--- config.mk ---
export PLATFORM = sky130hd
export DESIGN_NAME = word32_8bits_arbiter
export DESIGN_NICKNAME = d
export VERILOG_FILES = /design/src/rtl/word32_8bits_pkg.sv /design/src/rtl/word32_8bits_slicer.sv /design/src/rtl/word32_8bits_arbiter.sv
export SDC_FILE = /design/constraint.sdc
export NUM_CORES = 1
export LEC_CHECK = 0
export BUFFER_PORTS_ARGS = -buffer_cell sky130_fd_sc_hd__buf_2
export CORE_ASPECT_RATIO = 1.4
export CORE_MARGIN = 1
export CORE_UTILIZATION = 44
export CTS_CLUSTER_SIZE = 24
export DETAILED_ROUTE_END_ITERATION = 8
export PLACE_DENSITY = 0.8
export SYNTH_ARGS = -nofsm -noshare
export SYNTH_HDL_FRONTEND = slang
export SYNTH_SLANG_ARGS = --single-unit
--- constraint.sdc ---
create_clock -name clk_4f -period 1.55 [get_ports clk_4f]
set_input_delay 0 -clock clk_4f [delete_from_list [all_inputs] [get_ports clk_4f]]
set_output_delay 0 -clock clk_4f [all_outputs]
set_load 0.02 [all_outputs]
--- src/rtl/word32_8bits_pkg.sv ---
// Shared types and constants for the two-lane 32->8 byte serializer.
// FSM encoding, last slot index and the idle byte default live here.
package word32_8bits_pkg;

  typedef enum logic {
    ST_IDLE = 1'b0,
    ST_SEND = 1'b1
  } state_t;

  localparam logic [1:0] SLOT_LAST     = 2'd3;
  localparam logic [7:0] IDLE_BYTE_DEF = 8'h00;

  // Slot 0 is the MSB of the word.
  function automatic logic [7:0] pick_byte(
    input logic [31:0] w,
    input logic [1:0]  s
  );
    logic [7:0] b;
    b = 8'h00;
    unique case (s)
      2'd0: b = w[31:24];
      2'd1: b = w[23:16];
      2'd2: b = w[15:8];
      2'd3: b = w[7:0];
      default: b = 8'h00;
    endcase
    return b;
  endfunction

endpackage

--- src/rtl/word32_8bits_slicer.sv ---
// Word register, 2-bit slot counter and byte mux.
// load restarts at slot 0; advance steps to the next byte.
module word32_8bits_slicer
  import word32_8bits_pkg::*;
(
  input  logic        clk,
  input  logic        reset,
  input  logic        load,
  input  logic        advance,
  input  logic [31:0] word_in,
  output logic [1:0]  slot,
  output logic [7:0]  byte_out
);

  logic [31:0] word_q;

  always_ff @(posedge clk) begin
    if (reset) begin
      word_q <= 32'h0;
      slot   <= 2'd0;
    end else if (load) begin
      word_q <= word_in;
      slot   <= 2'd0;
    end else if (advance) begin
      slot <= slot + 2'd1;
    end
  end

  assign byte_out = pick_byte(word_q, slot);

endmodule

--- src/rtl/word32_8bits_arbiter.sv ---
// Two-lane round-robin word arbiter feeding a 32->8 serializer.
// Words stream back-to-back when a grant lands on the last slot.
module word32_8bits_arbiter
  import word32_8bits_pkg::*;
#(
  parameter logic [7:0] IDLE_BYTE  = IDLE_BYTE_DEF,
  parameter logic       FIRST_LANE = 1'b0
) (
  input  logic        clk_4f,
  input  logic        reset,
  input  logic        valid_in0,
  input  logic [31:0] Data_in0,
  output logic        ready_out0,
  input  logic        valid_in1,
  input  logic [31:0] Data_in1,
  output logic        ready_out1,
  output logic        valid_out,
  output logic [7:0]  Data_out,
  output logic        lane_out,
  output logic        busy
);

  state_t      state;
  logic        rr_ptr;
  logic        lane_q;
  logic [1:0]  slot;
  logic [7:0]  cur_byte;
  logic        can_accept;
  logic        grant0;
  logic        grant1;
  logic        accept;
  logic        last_slot;
  logic [31:0] word_sel;

  assign last_slot  = (slot == SLOT_LAST);
  assign can_accept = (state == ST_IDLE) ||
                      (state == ST_SEND && last_slot);

  // A lone requester wins regardless of rr_ptr.
  assign grant0 = valid_in0 & (~valid_in1 | ~rr_ptr);
  assign grant1 = valid_in1 & (~valid_in0 |  rr_ptr);

  assign ready_out0 = can_accept & grant0 & ~reset;
  assign ready_out1 = can_accept & grant1 & ~reset;
  assign accept     = ready_out0 | ready_out1;
  assign word_sel   = ready_out1 ? Data_in1 : Data_in0;

  word32_8bits_slicer u_slicer (
    .clk      (clk_4f),
    .reset    (reset),
    .load     (accept),
    .advance  (state == ST_SEND && !last_slot),
    .word_in  (word_sel),
    .slot     (slot),
    .byte_out (cur_byte)
  );

  always_ff @(posedge clk_4f) begin
    if (reset) begin
      state  <= ST_IDLE;
      rr_ptr <= FIRST_LANE;
      lane_q <= 1'b0;
    end else if (accept) begin
      state  <= ST_SEND;
      rr_ptr <= ~ready_out1;
      lane_q <= ready_out1;
    end else if (state == ST_SEND && last_slot) begin
      state <= ST_IDLE;
    end
  end

  assign valid_out = (state == ST_SEND);
  assign busy      = (state == ST_SEND);
  assign Data_out  = valid_out ? cur_byte : IDLE_BYTE;
  assign lane_out  = lane_q;

endmodule

==> impl_metrics.json, run 1 <==
{
  "status": "finished, violations left",
  "violations": "hold timing, setup timing",
  "crit_family": "compound AO/OA/AOI/OAI gates",
  "final_cell_mix": "71 x buf_2, 47 x dlygate4sd3_1, 35 x dfxtp_1",
  "drv_slew": 0,
  "finClkSkew_ns": 0.007695,
  "drive_gt1_share_pct": 43.15,
  "synth-seq-cells": 37,
  "drt-initial-drc-count": 109,
  "ys_seq_area_share_pct": 34.62,
  "clockRootBuffer": "clkbuf_8",
  "cts_tree": "built",
  "slowest_stage": "dfxtp_4",
  "finalHoldViolations": 2,
  "hp-class": "in -> reg",
  "syn_area_mm2": 0.002140,
  "end_kind": "output pin",
  "antenna_found_initial": 0,
  "die_w_um": 60.94,
  "clkTransAtPathRegs_ns": 0.07,
  "grt_pass1_wl_um": 8963,
  "slowest_delay_ns": 0.39,
  "p_leak_uw": 0.001486,
  "cp.depth": 6,
  "multi_input_area_mm2": 0.001296,
  "synth_warnings": 0,
  "relSlewSlack_pct": 78.16,
  "core-area_mm2": 0.004608,
  "cap_violations": 0,
  "io_buffers": 80,
  "hpwl_um": 3588,
  "fin_util_pct": 70.32,
  "holdPathEnd": "u_slicer.word_q[5]$_SDFFE_PP0P_",
  "areaGrowthSynthToFinish_pct": 51.46,
  "worst_pin_slew_ns": 0.3276,
  "cp.required_ns": 1.55,
  "h-tree-depth": 2,
  "worst_slack_ns": -0.1183,
  "grt_setup_unrepaired": "true",
  "ioPinCount": 81,
  "synth_nets": 286,
  "route.detailed.drc": 0,
  "vias_per_cell": 5.188,
  "hold_depth": 3,
  "nFillCells": 339,
  "period_needed_ns": 1.668,
  "syn_area_per_cell_um2": 9.998,
  "start_kind": "register",
  "wl_per_cell_um": 14.39,
  "setup_violations": 10,
  "total_power_uw": 2422,
  "dieHeight_um": 84.51,
  "crit_fanout": 8,
  "r2r_start": "u_slicer.slot[1]$_SDFFE_PP0P_",
  "dr.pass1.iters": 4,
  "numCtsBuffers": 5,
  "path_cells": "inv_4, ha_4, a222oi_1, o21ai_1, and2_1, buf_6",
  "power.density_mw_per_mm2": 747.4,
  "rrSetupSlack_ns": 0,
  "nets": 407,
  "drt_wl_total_um": 5727,
  "grt_max_degree": 41,
  "register_area_um2": 748.2,
  "num_antenna_cells": 0,
  "synth.distinct_cells": 25,
  "track_usage_pct": 23.77,
  "die-area_mm2": 0.005150,
  "rows": 29,
  "start_util_pct": 46.43,
  "path_buf_inv": 2,
  "final.period_utilization_pct": 107.6,
  "crit_type": "reg -> out",
  "clk_path_buf_depth": 2,
  "cts_sinks": 37,
  "drtAntennaViolNets": 0,
  "reg2reg_to": "u_slicer.word_q[21]$_SDFFE_PP0P_",
  "syn_inst": 214,
  "timing.hold.ws_ns": -0.006416,
  "irDropWorstVdd_v": 0.0005484,
  "max_freq_mhz": 599.4,
  "clk_latency_ns": 0.29,
  "vias": 2065,
  "grt_pass1_vias": 1944,
  "reg2reg_depth": 6,
  "grt.overflow.total": 0,
  "place_congestion": 0.8564,
  "worstPathArrival_ns": 1.67,
  "layout_commonest_cell": "buf_2",
  "min_from": "Data_in0[5]"
}
-- tightest hold or removal path, stage by stage --
cell and delay [ns]:
buf_2 0.08, mux2i_1 0.06, o21ai_1 0.11
-- sequential cells by signal (all words and copies together) (netlist names) --
| name | cells |
|---|---|
| rr_ptr | 1 |
| busy | 1 |
| u_slicer.word_q | 32 |
| lane_out | 1 |
| u_slicer.slot | 2 |
-- cell type report --
cell class / instances / area share, %
multi-input cells: 153 / 40.00
repair buffers: 135 / 31.62
well taps: 62 / 2.394
flip-flops and latches: 37 / 23.09
clock buffers: 8 / 2.471
inverters: 3 / 0.4247
-- cells in the mapped netlist (all sizes together) --
library cell,n,area share (%)
xnor2,1,0.41
nor2,4,0.70
nor2b,1,0.64
inv,3,0.53
dfxtp,37,35
a21oi,3,0.70
clkbuf,8,1.5
nand2,10,1.8
or3,1,0.53
nand3b,32,14
nand2b,1,0.29
a222oi,8,3.7
a2bb2oi,1,0.41
nor3,6,1.4
mux2i,32,15
ha,4,2.3
buf,13,5.3
and2,8,2.3
o21ai,41,13
-- stage by stage --
| stage | area (um2) | TNS (ns) | instances | setup WS [ns] |
|---|---|---|---|---|
| 5_1_grt | 3241 | -2.292 | 398 | -0.1848 |
| 3_5_place_dp | 2596 | 0 | 343 | 0.04022 |
| 6_report | 3241 | -0.7562 | 398 | -0.1183 |
| 2_1_floorplan | 2166 | -2.509 | 214 | -0.09241 |
| 4_1_cts | 3197 | -0.7334 | 395 | -0.1120 |
| 3_3_place_gp | 2596 | 0 | 343 | 0.06965 |
-- worst max path at each step --
stage | start | to | slack [ns]
global route | u_slicer.slot[1]$_SDFFE_PP0P_ | Data_out[6] | -0.18
finish | u_slicer.slot[1]$_SDFFE_PP0P_ | Data_out[6] | -0.12
detailed placement | u_slicer.slot[1]$_SDFFE_PP0P_ | Data_out[6] | 0.04
global placement | u_slicer.slot[1]$_SDFFE_PP0P_ | Data_out[4] | 0.07
CTS | u_slicer.slot[1]$_SDFFE_PP0P_ | Data_out[5] | -0.11
floorplan | u_slicer.slot[0]$_SDFFE_PP0P_ | u_slicer.word_q[10]$_SDFFE_PP0P_ | -0.09
-- power breakdown --
group	switching [uW]	internal (uW)
registers	78.9	1040
logic	299	368
clock network	317	319
total	695	1730
-- cells by family after synthesis --
logic type	synth area share, %
compound gates	18.30
xor+xnor	0.4094
fa+ha+maj	2.339
buf+inv	7.310
flops	34.62
mux	14.97
simple gates	22.05
-- what timing repair did --
action                     4_1_cts  5_1_grt
setup buffers                    1        0
hold buffers                    44        3
gates resized for setup         32        5
setup endpoints to repair        8       41
pin swaps                       22        9
hold endpoints to repair        23        2
-- routing by layer --
layer	GRT usage [%]	vias to the layer above	wire (um)
met4	10.33	0	148
met5	0	-	0
met1	25.86	947	2177
met2	42.46	79	3181
li1	-	1026	-
met3	4.931	13	219
No activity file was read; power rests on OpenSTA's default activity.
==> inputs of run 2 (changes only) <==
--- a/config.mk
+++ b/config.mk
@@ -5,13 +5,13 @@
 export SDC_FILE = /design/constraint.sdc
 export NUM_CORES = 1
 export LEC_CHECK = 0
-export BUFFER_PORTS_ARGS = -buffer_cell sky130_fd_sc_hd__buf_2
 export CORE_ASPECT_RATIO = 1.4
 export CORE_MARGIN = 1
 export CORE_UTILIZATION = 44
 export CTS_CLUSTER_SIZE = 24
 export DETAILED_ROUTE_END_ITERATION = 8
-export PLACE_DENSITY = 0.8
+export DONT_BUFFER_PORTS = 1
+export PLACE_DENSITY = 0.65
 export SYNTH_ARGS = -nofsm -noshare
 export SYNTH_HDL_FRONTEND = slang
 export SYNTH_SLANG_ARGS = --single-unit
==> impl_metrics.json, run 2 (synthesized netlist as in run 1, its figures left out) <==
{
  "grt_pass1_vias": 1877,
  "track_usage_pct": 24.31,
  "drtAntennaViolNets": 0,
  "cts_tree": "built",
  "clk_latency_ns": 0.29,
  "final.period_utilization_pct": 112.4,
  "finClkSkew_ns": 0.008207,
  "largest_reg_flops": 32,
  "dp.cells": 266,
  "drv_slew": 0,
  "worst_pin_slew_ns": 1.123,
  "grt_pass1_wl_um": 9011,
  "die-area_mm2": 0.005150,
  "nFillCells": 355,
  "layout_commonest_cell": "dlygate4sd3_1",
  "rows": 29,
  "irDropWorstVdd_v": 0.0004299,
  "route.detailed.drc": 0,
  "crit_fanout": 8,
  "p_leak_uw": 0.001335,
  "timing.hold.ws_ns": 0.09870,
  "vias": 1925,
  "drive_gt1_share_pct": 28.27,
  "min_from": "valid_in0",
  "rrSetupSlack_ns": -0.01,
  "nets": 355,
  "power.density_mw_per_mm2": 780.6,
  "violations": "setup timing",
  "p_clk_share_pct": 27.9,
  "worst_slack_ns": -0.1924,
  "power_frac_comb_pct": 26.8,
  "core-area_mm2": 0.004608,
  "grt_max_degree": 39,
  "intPower_uw": 1752,
  "top_regs": "u_slicer.word_q (32), u_slicer.slot (2)",
  "finalNonFillerCells": 346,
  "end_kind": "output pin",
  "clkTransAtPathRegs_ns": 0.07,
  "reg2reg_depth": 6,
  "holdPathEnd": "u_slicer.slot[1]$_SDFFE_PP0P_",
  "clk_path_buf_depth": 2,
  "switching_share_pct": 28.77,
  "place_congestion": 0.8126,
  "period_needed_ns": 1.742,
  "finalHoldViolations": 0,
  "drt_wl_total_um": 6067,
  "crit_type": "reg -> out",
  "reg2reg_to": "u_slicer.word_q[22]$_SDFFE_PP0P_",
  "dieHeight_um": 84.51,
  "cp.required_ns": 1.55,
  "start_kind": "register",
  "setup_violations": 9,
  "cap_violations": 0,
  "r2r_start": "u_slicer.slot[0]$_SDFFE_PP0P_",
  "fin_util_pct": 68.40,
  "clockRootBuffer": "clkbuf_8",
  "die_w_um": 60.94,
  "status": "finished, violations left",
  "regMostFlops": "u_slicer.word_q",
  "grt.overflow.total": 0,
  "hold_depth": 3,
  "power.net_switching_uw": 707.8,
  "ioPinCount": 81,
  "grt_setup_unrepaired": "true",
  "hpwl_um": 3213,
  "worstPathArrival_ns": 1.74,
  "relSlewSlack_pct": 25.13,
  "pre_cts_ws_ns": -0.01350,
  "start_util_pct": 46.43,
  "cts_sinks": 37,
  "final_cell_mix": "67 x dlygate4sd3_1, 35 x dfxtp_1, 32 x mux2i_1",
  "numCtsBuffers": 5,
  "hp-class": "in -> reg",
  "critPathLaunch": "u_slicer.slot[1]$_SDFFE_PP0P_",
  "seqPwrFrac_pct": 45.3,
  "wl_per_cell_um": 17.53,
  "h-tree-depth": 2,
  "drt-initial-drc-count": 94,
  "areaGrowthSynthToFinish_pct": 47.31,
  "antenna_found_initial": 1,
  "dr.pass1.iters": 6,
  "io_buffers": 0,
  "vias_per_cell": 5.564,
  "max_freq_mhz": 573.9
}
==> run 2: changes by cell type in the layout (fill, tap and decap cells not counted), moves of 3 or more <==
cell           previous run  this run
clkbuf_16                 0         3
and2_1                    7         0
buf_2                    71         0
buf_6                     9         5
dlygate4sd3_1            47        67
and2_4                    1         8
==> run 2: stage by stage <==
| stage | cell area [um2] | total power [uW] | TNS, ns |
|---|---|---|---|
| finish | 3152 | 2460 | -0.9372 |
| global route | 3152 | 2575 | -1.977 |
| CTS | 3040 | 2414 | -0.5315 |
| detailed placement | 2206 | 1562 | -0.01350 |
| global placement | 2206 | 1553 | -0.01764 |
| floorplan | 2166 | 1488 | -2.509 |
==> run 2: metal layers <==
metal  wire, um  part of all wire [%]  up-vias  track usage, %
li1           -                     -      923               -
met1       2313                    38      898           26.99
met2       3238                    53       87           42.06
met3        272                   4.5       17           5.239
met4        242                   4.0        0           11.98
met5          0                     0        -               0
==> run 2: repair_timing <==
item / in CTS / in global routing
setup endpoints to repair: 8 / 11
gates cloned: 0 / 3
buffers inserted: 1 / 0
hold buffers: 68 / 0
pin swaps: 9 / 12
resized for setup: 35 / 9
hold endpoints to repair: 37 / 0
==> run 2: cell type report <==
cell class / instances / area (um2) / share of cell area [%]
inverters: 3 / 13.76 / 0.4367
well taps: 62 / 77.57 / 2.461
clock buffers: 7 / 86.33 / 2.739
diodes: 1 / 2.502 / 0.07940
multi-input cells: 153 / 1324 / 42.00
repair buffers: 83 / 899.6 / 28.54
flip-flops and latches: 37 / 748.2 / 23.74
==> run 2: worst max path at each step <==
| stage | end | slack (ns) |
|---|---|---|
| finish | Data_out[4] | -0.19 |
| floorplan | u_slicer.word_q[10]$_SDFFE_PP0P_ | -0.09 |
| detailed placement | Data_out[6] | -0.01 |
| global placement | Data_out[2] | -0.009 |
| global route | Data_out[6] | -0.24 |
| CTS | Data_out[6] | -0.12 |
==> run 2: worst max-delay path: stages (launching register included) <==
cell	delay, ns
dfxtp_4	0.39
inv_4	0.05
ha_4	0.18
a222oi_1	0.48
o21ai_1	0.14
and2_4	0.20
==> run 2: power by group through the flow <==
stage                     combinational, uW  clock (uW)  sequential [uW]
final                                   660         685             1110
after global routing                    713         740             1120
after CTS                               605         697             1110
after detailed placement                430           0             1130
after global placement                  423           0             1130
after floorplan                         376           0             1110
==> inputs of run 3 (changes only) <==
--- a/config.mk
+++ b/config.mk
@@ -12,6 +12,7 @@
 export DETAILED_ROUTE_END_ITERATION = 8
 export DONT_BUFFER_PORTS = 1
 export PLACE_DENSITY = 0.65
+export REMOVE_ABC_BUFFERS = 1
 export SYNTH_ARGS = -nofsm -noshare
 export SYNTH_HDL_FRONTEND = slang
 export SYNTH_SLANG_ARGS = --single-unit
==> impl_metrics.json, run 3 (synthesized netlist as in run 1, its figures left out) <==
{
  "status": "finished, violations left",
  "violations": "setup timing",
  "relSlewSlack_pct": 77.21,
  "max_freq_mhz": 621.8,
  "grt_max_degree": 42,
  "place_congestion": 0.7748,
  "clk_latency_ns": 0.29,
  "core-area_mm2": 0.004608,
  "multi_input_area_mm2": 0.001324,
  "start_kind": "register",
  "path_cells": "buf_6, ha_4, a222oi_1, o21ai_1, and2_4",
  "power.density_mw_per_mm2": 771.5,
  "vias_per_cell": 5.367,
  "fin_util_pct": 67.61,
  "drv_slew": 0,
  "dr.pass1.iters": 5,
  "cap_violations": 0,
  "worst_pin_slew_ns": 0.3419,
  "top_regs": "u_slicer.word_q (32), u_slicer.slot (2)",
  "start_util_pct": 46.43,
  "register_area_um2": 748.2,
  "final.period_utilization_pct": 103.8,
  "finClkSkew_ns": 0.004374,
  "nFillCells": 386,
  "areaGrowthSynthToFinish_pct": 45.61,
  "die_w_um": 60.94,
  "vias": 1857,
  "hp-class": "in -> reg",
  "rows": 29,
  "slowest_stage": "dfxtp_4",
  "worst_slack_ns": -0.05820,
  "hpwl_um": 2904,
  "grt.overflow.total": 0,
  "drtAntennaViolNets": 0,
  "end_kind": "output pin",
  "num_antenna_cells": 0,
  "cts_sinks": 37,
  "clockRootBuffer": "clkbuf_8",
  "regMostFlops": "u_slicer.word_q",
  "slowest_delay_ns": 0.37,
  "crit_type": "reg -> out",
  "route.detailed.drc": 0,
  "track_usage_pct": 18.09,
  "dieHeight_um": 84.51,
  "drive_gt1_share_pct": 27.82,
  "drt_wl_total_um": 5698,
  "grt_pass1_wl_um": 6927,
  "drt-initial-drc-count": 108,
  "irDropWorstVdd_v": 0.0004703,
  "cts_tree": "built",
  "die-area_mm2": 0.005150,
  "setup_violations": 4,
  "grt_setup_unrepaired": "true",
  "crit_fanout": 8,
  "h-tree-depth": 2,
  "p_leak_uw": 0.001300,
  "final_cell_mix": "68 x dlygate4sd3_1, 35 x dfxtp_1, 32 x mux2i_1",
  "layout_commonest_cell": "dlygate4sd3_1",
  "wl_per_cell_um": 16.47,
  "period_needed_ns": 1.608,
  "finalHoldViolations": 0,
  "worstPathArrival_ns": 1.61,
  "clk_path_buf_depth": 2,
  "ioPinCount": 81,
  "fin_setup_tns_ns": -0.07377,
  "largest_reg_flops": 32,
  "nets": 355,
  "clkTransAtPathRegs_ns": 0.07,
  "antenna_found_initial": 0,
  "cp.required_ns": 1.55,
  "numCtsBuffers": 5,
  "io_buffers": 0,
  "grt_pass1_vias": 1496
}
==> run 3: per-layer routing <==
layer,vias up,wire length (um),GRT usage (%)
li1,919,-,-
met1,882,2195,22.71
met2,47,3196,29.07
met3,9,221,4.468
met4,0,85,7.025
met5,-,0,0
==> run 3: path summary, 6_finish.rpt <==
kind	depth (start not counted)	start	slack (ns)	endpoint
max reg2reg	6	u_slicer.slot[0]$_SDFFE_PP0P_	0.02	u_slicer.word_q[9]$_SDFFE_PP0P_
min reg2reg	2	u_slicer.word_q[2]$_SDFFE_PP0P_	0.48	u_slicer.word_q[2]$_SDFFE_PP0P_
min	3	valid_in0	0.06	u_slicer.slot[0]$_SDFFE_PP0P_
max	5	u_slicer.slot[1]$_SDFFE_PP0P_	-0.06	Data_out[1]
==> run 3: power by group <==
group	total, uW	internal (uW)	switching (uW)
Clock	649	319	329
Combinational	652	357	294
Sequential	1100	1040	64.0
Total	2400	1720	688
==> run 3: worst max-delay path, delay by kind of cell, from the launching register on <==
kind / cells / cell delay, ns
adders and majority gates: 1 / 0.19
and+or+nand+nor: 1 / 0.19
DFF: 1 / 0.37
buffers and inverters: 1 / 0.12
AOI/OAI and AO/OA: 2 / 0.45
==> run 3: stage by stage <==
stage          total power, uW  hold slack [ns]  cell area [um2]  instances  setup WS [ns]
3_5_place_dp              1558          0.07806             2203        266       -0.03464
2_1_floorplan             1455          0.06907             1994        193         -2.748
4_1_cts                   2243          -0.2287             2430        282      -0.001236
5_1_grt                   2502           0.1125             3115        346        -0.1138
3_3_place_gp              1549          0.07444             2203        266        0.03031
6_report                  2404          0.05518             3115        346       -0.05820
==> run 3: cell type report <==
| type | count | share of cell area, % |
|---|---|---|
| Clock buffer | 8 | 2.570 |
| Tap cell | 62 | 2.490 |
| Inverter | 3 | 0.4418 |
| Sequential cell | 37 | 24.02 |
| Timing Repair Buffer | 83 | 27.99 |
| Multi-Input combinational cell | 153 | 42.49 |
==> run 3: what timing repair did <==
action                                  CTS  global route
pin swaps                                10             9
buffers inserted                          1             1
hold endpoints to repair                 37            37
endpoints found under the setup margin   28            32
cloned                                    0             1
hold buffers                              7            62
resized for setup                        37             5
